### src/rtl/stall_ctrl.sv
// Multi-source CPU stall controller: gates the CPU clock enable from per-source
// stall requests, enforces a minimum stall length, aborts stuck sources and keeps statistics.
module stall_ctrl #(
    parameter int NUM_SRC   = 2,
    parameter int MIN_STALL = 1,
    parameter int TIMEOUT   = 16,
    parameter int CNT_W     = 32
) (
    input  logic               clk,
    input  logic               reset,
    input  logic [NUM_SRC-1:0] stall_req,
    input  logic               err_clr,
    output logic               proc_clk_en,
    output logic               stall_active,
    output logic [NUM_SRC-1:0] timeout_err,
    output logic [CNT_W-1:0]   stall_cycles,
    output logic [CNT_W-1:0]   stall_events
);

    localparam int CW = $clog2(TIMEOUT + 1);
    localparam logic [CW-1:0] CNT_ZERO = {CW{1'b0}};
    localparam logic [CW-1:0] CNT_ONE  = {{(CW-1){1'b0}}, 1'b1};
    localparam logic [CW-1:0] TMO_C    = CW'(TIMEOUT);
    localparam logic [CW-1:0] MIN_C    = CW'(MIN_STALL);

    typedef enum logic [1:0] {
        ST_IDLE  = 2'd0,
        ST_STALL = 2'd1,
        ST_TOUT  = 2'd2
    } state_t;

    state_t             state_r;
    state_t             state_nxt_s;
    logic [CW-1:0]      cnt_r;
    logic [CW-1:0]      cnt_nxt_s;
    logic [NUM_SRC-1:0] mask_r;
    logic [NUM_SRC-1:0] err_r;
    logic [CNT_W-1:0]   cyc_r;
    logic [CNT_W-1:0]   ev_r;
    logic               stall_active_r;

    logic [NUM_SRC-1:0] active_s;
    logic               any_s;
    logic               clk_en_s;
    logic               ev_inc_s;
    logic [NUM_SRC-1:0] tout_set_s;

    // Saturating increment: statistics stick at all-ones instead of wrapping.
    function automatic logic [CNT_W-1:0] sat_inc(input logic [CNT_W-1:0] v, input logic inc);
        logic [CNT_W-1:0] r;
        if (inc && !(&v)) begin
            r = v + {{(CNT_W-1){1'b0}}, 1'b1};
        end else begin
            r = v;
        end
        return r;
    endfunction

    assign active_s = stall_req & ~mask_r;
    assign any_s    = |active_s;

    // Next-state, stall counter and combinational clock-enable decode.
    always_comb begin
        state_nxt_s = state_r;
        cnt_nxt_s   = cnt_r;
        clk_en_s    = 1'b1;
        ev_inc_s    = 1'b0;
        tout_set_s  = {NUM_SRC{1'b0}};
        case (state_r)
            ST_IDLE: begin
                clk_en_s = ~any_s;
                if (any_s) begin
                    state_nxt_s = ST_STALL;
                    cnt_nxt_s   = CNT_ONE;
                    ev_inc_s    = 1'b1;
                end else begin
                    cnt_nxt_s   = CNT_ZERO;
                end
            end
            ST_STALL: begin
                // Hold while any unmasked source asks, or the minimum length is not yet met.
                clk_en_s = ~(any_s | (cnt_r < MIN_C));
                if (any_s && (cnt_r == TMO_C)) begin
                    tout_set_s  = active_s;
                    state_nxt_s = ST_TOUT;
                    cnt_nxt_s   = CNT_ZERO;
                end else if (!any_s && (cnt_r >= MIN_C)) begin
                    state_nxt_s = ST_IDLE;
                    cnt_nxt_s   = CNT_ZERO;
                end else begin
                    cnt_nxt_s   = cnt_r + CNT_ONE;
                end
            end
            ST_TOUT: begin
                clk_en_s    = 1'b1;
                state_nxt_s = ST_IDLE;
                cnt_nxt_s   = CNT_ZERO;
            end
            default: begin
                clk_en_s    = 1'b1;
                state_nxt_s = ST_IDLE;
                cnt_nxt_s   = CNT_ZERO;
            end
        endcase
    end

    // State, mask, sticky error flags and statistics registers.
    always_ff @(posedge clk) begin
        if (reset) begin
            state_r        <= ST_IDLE;
            cnt_r          <= CNT_ZERO;
            mask_r         <= {NUM_SRC{1'b0}};
            err_r          <= {NUM_SRC{1'b0}};
            cyc_r          <= {CNT_W{1'b0}};
            ev_r           <= {CNT_W{1'b0}};
            stall_active_r <= 1'b0;
        end else begin
            state_r        <= state_nxt_s;
            cnt_r          <= cnt_nxt_s;
            // A masked source is released once it has been seen low.
            mask_r         <= (mask_r & stall_req) | tout_set_s;
            err_r          <= (err_r & ~{NUM_SRC{err_clr}}) | tout_set_s;
            cyc_r          <= sat_inc(cyc_r, ~clk_en_s);
            ev_r           <= sat_inc(ev_r, ev_inc_s);
            stall_active_r <= (state_nxt_s == ST_STALL);
        end
    end

    assign proc_clk_en  = clk_en_s;
    assign stall_active = stall_active_r;
    assign timeout_err  = err_r;
    assign stall_cycles = cyc_r;
    assign stall_events = ev_r;

endmodule

### config.mk
export PLATFORM = sky130hd
export DESIGN_NAME = stall_ctrl
export DESIGN_NICKNAME = d
export VERILOG_FILES = /design/src/rtl/stall_ctrl.sv
export SDC_FILE = /design/constraint.sdc
export NUM_CORES = 1
export LEC_CHECK = 0
export ABC_AREA = 1
export CORE_MARGIN = 5
export CORE_UTILIZATION = 35
export CTS_CLUSTER_DIAMETER = 150
export DETAILED_ROUTE_END_ITERATION = 8
export HOLD_SLACK_MARGIN = 0.1
export MAX_ROUTING_LAYER = met4
export PLACE_DENSITY_LB_ADDON = 0.05
export SETUP_SLACK_MARGIN = 0.15
export SYNTH_ARGS = -nofsm -noshare
export SYNTH_HDL_FRONTEND = slang
export SYNTH_SLANG_ARGS = --single-unit
### constraint.sdc
create_clock -name clk -period 1.8 [get_ports clk]
set_input_delay 0.36 -clock clk [delete_from_list [all_inputs] [get_ports clk]]
set_output_delay 0.36 -clock clk [all_outputs]
set_load 0.01 [all_outputs]
# Word-level counts from Yosys, hierarchy flattened
# Index checks and enable logic that the tools add are counted.
[word_totals]
ff_bits = 76
in_bits = 5
output_inout_bits = 68
elab_cells = 50
[classes]
addsub = 3
magnitude_cmp = 2
n_eq_ne = 3
muxes = 13
bitwise = 11
reduce_logical = 11
[op_table]
columns = ["op", "count"]
rows = [
  ["$add 32x1->32 const B", 2],
  ["$reduce_and 32->1", 2],
  ["$mux 2", 5],
  ["$mux 5", 2],
  ["$pmux 5 s2", 1],
  ["$and 2x2->2", 3],
  ["$add 5x1->5 const B", 1],
  ["$eq 5x5->1 const B", 1],
  ["$ge 5x1->1 const B", 1],
  ["$lt 5x1->1 const B", 1],
  ["$eq 2x1->1 const B", 2],
  ["$logic_and 1x1->1", 4],
  ["$not 2->2", 2],
  ["$or 2x2->2", 2],
  ["$pmux 2 s2", 1],
  ["$logic_not 1->1", 3],
  ["$mux 1", 3],
  ["$not 1->1", 3],
  ["$logic_not 2->1", 1],
  ["$pmux 1 s2", 1],
  ["$reduce_or 2->1", 1],
  ["$or 1x1->1", 1],
]

# Depth between registers and ports, before layout
# Gate-level depths: netlist of the first run.
[depth]
depth_word = 9
ltp_mapped = 11
depth_no_buf = 10

# Worst setup path after synthesis of the first run
# Ideal clock, no wire load.
[synth_timing]
path_type = "register to register"
startpoint = "register ev_r[1] (netlist: stall_events[1])"
endpoint = "register ev_r[28] (netlist: stall_events[28])"
setup_ns = 0.070
arrival_time_ns = 1.671
required_time_ns = 1.730
path_slack_ns = 0.059
stages_incl_launch_ff = 12
path_buffers = 2
period_less_slack_ns = 1.741
cell_sequence = "dfxtp_1 ha_1 inv_1 nor2_4 nand2_4 nor2_8 nand2_4 nand2_4 buf_12 buf_12 nand2_2 a21oi_2"
[synth_between]
elab_chain_len = 3
elab_cells_between_ends = 4
classes_between = "add/sub: 1; reduce/logical: 3"
[synth_rtl]
columns = ["item", "line_no", "source"]
rows = [
  ["from (decl)", "39", "logic [CNT_W-1:0] ev_r;"],
  ["from (signal assigned)", "115", "ev_r <= {CNT_W{1'b0}};"],
  ["from (signal assigned)", "124", "ev_r <= sat_inc(ev_r, ev_inc_s);"],
  ["parallel branches: the longest is 3 deep, another holds $add 32x1->32", "n/a", ""],
]
# Parallel ways; which one is timed is not known.
# A chain may end at the register's enable or synchronous reset.

# Worst setup path in the final report of the first run
[layout_timing]
startpoint = "register cyc_r[0] (netlist: stall_cycles[0])"
endpoint = "output stall_cycles[0]"
[layout_lines]
columns = ["item", "line_no", "source"]
rows = [
  ["from (decl)", "38", "logic [CNT_W-1:0] cyc_r;"],
  ["from (signal assigned)", "114", "cyc_r <= {CNT_W{1'b0}};"],
  ["from (signal assigned)", "123", "cyc_r <= sat_inc(cyc_r, ~clk_en_s);"],
  ["to (decl)", "16", "output logic [CNT_W-1:0] stall_cycles,"],
]
# No word-level cell between the ends.

==> key figures, run 1 <==
Drt
  – WL met2: 7396 µm
  – Final wirelength: 14850 µm
  – Routed length on met3: 397 µm
  – WL/cell: 13.68 µm
  – # DRC: 0
  – Vias/cell: 4.671
  – Via count: 5073
  – 1st-iter DRT viols: 307
  – Top routing layer in use: met4
  – Metal-1 WL: 6698 µm
  – DRT Pass-1 Iters: 4
  – Remaining antenna violation count: 0

Synth
  – Syn Area/Cell: 6.571 µm²
  – Post-synthesis xor/xnor area fraction: 5.687%
  – Cell accounting for the most synthesized area: dfxtp_1
  – Post-Synthesis Cells: 750
  – Simple-gate area share of the yosys netlist: 44.22%
  – Number of synthesized flops with an enable pin: 0
  – Seq/Total Area, Yosys: 30.87%
  – Compound-cell area share of the yosys netlist: 9.393%
  – Mux share of post-synthesis cell area: 0%
  – Top cell type's share of synthesized area: 30.87%
  – Largest family of logic cells by synthesized area: simple AND/OR/NAND/NOR gates
  – Largest cells by area after synthesis: dfxtp_1 31%, nand2_1 19%, nor2_1 9.6%
  – Post-Synth Adder-Cell Area: 1.269%
  – Dominant synthesized flop cell: dfxtp_1
  – #FFs+latches synth: 76
  – Yosys cell types: 27
  – Synth async-reset ratio: 0%
  – Post-Syn Area: 4928 µm²
  – Mapped Nets: 760
  – Syn. warnings: 0

Global routing
  – Initial antenna violation count: 0
  – GRT Overall Usage: 18.45%
  – Global-route wire length before repair: 23750 µm
  – Grt ovf: 0
  – Largest net degree at the start of global routing: 37
  – Vias in the first global route: 4933

Floorplan
  – Die W: 128.7 µm
  – Die Span Y: 128.7 µm
  – # IOs: 73
  – Row Count: 43
  – Initial core utilization: 35.64%
  – Die area: 16550 µm²
  – Core area: 13830 µm²

STA
  – Final hold violation count: 0
  – Final Max Tran Viols: 0
  – Slew @ Worst Pin: 0.6260 ns
  – Setup TNS: 0 ns
  – Minimum clock period: 1.622 ns
  – Unrepaired setup endpoints after global routing: yes
  – Slew headroom: 58.26%
  – Fmax: 0.6166 GHz
  – Final period util: 90.10%
  – Final setup viols: 0
  – Max Clock Skew: 0.006985 ns

Layout
  – Area growth, synth to finish: 44.28%
  – Ant. Diodes: 0
  – Most frequent cells in the layout: 224 x nand2_1, 98 x nor2_1, 71 x buf_4
  – Fraction of layout instances using a drive strength above 1: 31.35%
  – Commonest non-fill, non-tap cell in the layout: nand2_1
  – Final #Nets: 912
  – Multi-input logic area: 3239 µm²
  – FF+latch area: 1562 µm²
  – Number of fill cells: 1382

Critical path
  – Slowest cell on crit path: clkdlybuf4s50_1
  – Crit end category: output pin
  – CP arrival: 1.26 ns
  – Critical-path cell list: clkdlybuf4s50_1
  – Family with the most delay on the worst path: buffers and inverters
  – Critical path class: flip-flop to output pin
  – Crit path max fanout: 5
  – Worst path depth: 1
  – Critical path buffer and inverter count: 1
  – Startpoint Class: flip-flop
  – Max incr delay on CP: 0.54 ns
  – WP data required: 1.44 ns
  – Cells on worst reg2reg path: 11

Placement
  – Port Buf Inserts: 72
  – Dpl hpwl: 10940 µm
  – Placer Congestion: 0.8862

Power
  – Pwr Total: 4.382 mW
  – Static Leak: 3.136 nW
  – Pwr dens: 616.3 nW/µm²
  – Peak supply drop: 381.3 µV

Outcome
  – Status: finished, final reports clean

CTS
  – Clock H-tree levels: 3
  – Largest buffer count on any clock path: 2
  – Reg clk slew, reported paths: 0.06 ns
  – Post-CTS Hold Buffers: 0
  – Later-pin clock latency in the skew report: 0.34 ns
  – TritonCTS Buffers: 9
  – CTS tree: built
  – Root Driver: clkbuf_16
  – Clock Sinks: 76

Min path
  – Hold Path Depth: 3
  – HP Class: input port to flip-flop

Run
  – Max-Cap Viols: 0
## routing by layer
layer	vias up	global-route usage [%]
met5	-	-
met3	26	2.325
met2	86	31.31
li1	2637	-
met4	0	6.980
met1	2324	22.32
## logic make-up after synthesis
logic type                 count (synthesis)
adders and majority gates                  5
AOI/OAI and AO/OA                         62
xor gates and xnor gates                  32
buffers and inverters                     85
DFF                                       76
and+or+nand+nor                          490
## registers in the layout (all words and copies together), names as in the netlist
signal / cells
cnt_r: 5
mask_r: 2
stall_active: 1
stall_cycles: 32
stall_events: 32
state_r: 2
timeout_err: 2
## timing repair
| action | CTS | global route |
|---|---|---|
| gates cloned | 0 | 3 |
| endpoints found under the hold margin | 0 | 0 |
| endpoints found under the setup margin | 114 | 73 |
| pin swaps | 8 | 22 |
| gates resized for setup | 83 | 91 |
| setup buffers | 6 | 5 |
## worst min-delay path, cell delays in order
cell and delay (ns):
dlymetal6s2s_1 0.14, nand2_1 0.07, a21oi_1 0.03
## per-stage QoR
step | hold slack (ns) | setup slack [ns] | util, % | std cells | area, µm²
after detailed placement | 0.4507 | -0.2342 | 45.93 | 1057 | 6351
after CTS | 0.4576 | 0.03492 | 48.68 | 1078 | 6731
after global routing | 0.3265 | 0.07375 | 51.43 | 1086 | 7111
after floorplan | 0.4310 | 0.1540 | - | 750 | 4949
after global placement | 0.4501 | -0.2102 | 45.93 | 1057 | 6351
final | 0.3048 | 0.1783 | 51.43 | 1086 | 7111
## report_power, final
part | internal, mW | total [mW] | switching (mW)
logic | 0.277 | 0.608 | 0.331
clock network | 1.28 | 2.02 | 0.737
registers | 1.72 | 1.76 | 0.0399
## cell usage after synthesis, types with 8 or more instances
cell	number
nand3_1	36
nor2_1	126
inv_1	66
nand4_1	14
xor2_1	18
dfxtp_1	76
a21oi_1	8
o21ai_0	13
nand2_2	40
xnor2_1	14
nand2_1	245
a21oi_2	40
## final timing paths
| path | from | endpoint | slack [ns] |
|---|---|---|---|
| worst max-delay path | stall_cycles[0]$_SDFFE_PP0P_ | stall_cycles[0] | 0.18 |
| worst min-delay path | stall_req[0] | mask_r[0]$_SDFF_PP0_ | 0.30 |
| worst max register to register | stall_cycles[0]$_SDFFE_PP0P_ | stall_cycles[9]$_SDFFE_PP0P_ | 0.18 |
| worst min register to register | mask_r[1]$_SDFF_PP0_ | mask_r[1]$_SDFF_PP0_ | 0.47 |
## cell type report
type	count	share of cell area [%]
Clock buffer	11	3.554
Timing Repair Buffer	158	20.97
Sequential cell	76	21.96
Tap cell	180	3.167
Multi-Input combinational cell	589	45.56
Inverter	68	3.766
Clock inverter	4	1.021
Note: power is estimated with default switching activity, not from simulation.
==> run 2: changes to the inputs <==
--- a/config.mk
+++ b/config.mk
@@ -10,7 +10,7 @@
 export CORE_UTILIZATION = 35
 export CTS_CLUSTER_DIAMETER = 150
 export DETAILED_ROUTE_END_ITERATION = 8
-export HOLD_SLACK_MARGIN = 0.1
+export HOLD_SLACK_MARGIN = 0.02
 export MAX_ROUTING_LAYER = met4
 export PLACE_DENSITY_LB_ADDON = 0.05
 export SETUP_SLACK_MARGIN = 0.15
==> results of run 2 <==
The final DEF is identical to that of run 1; final timing and power are the same.
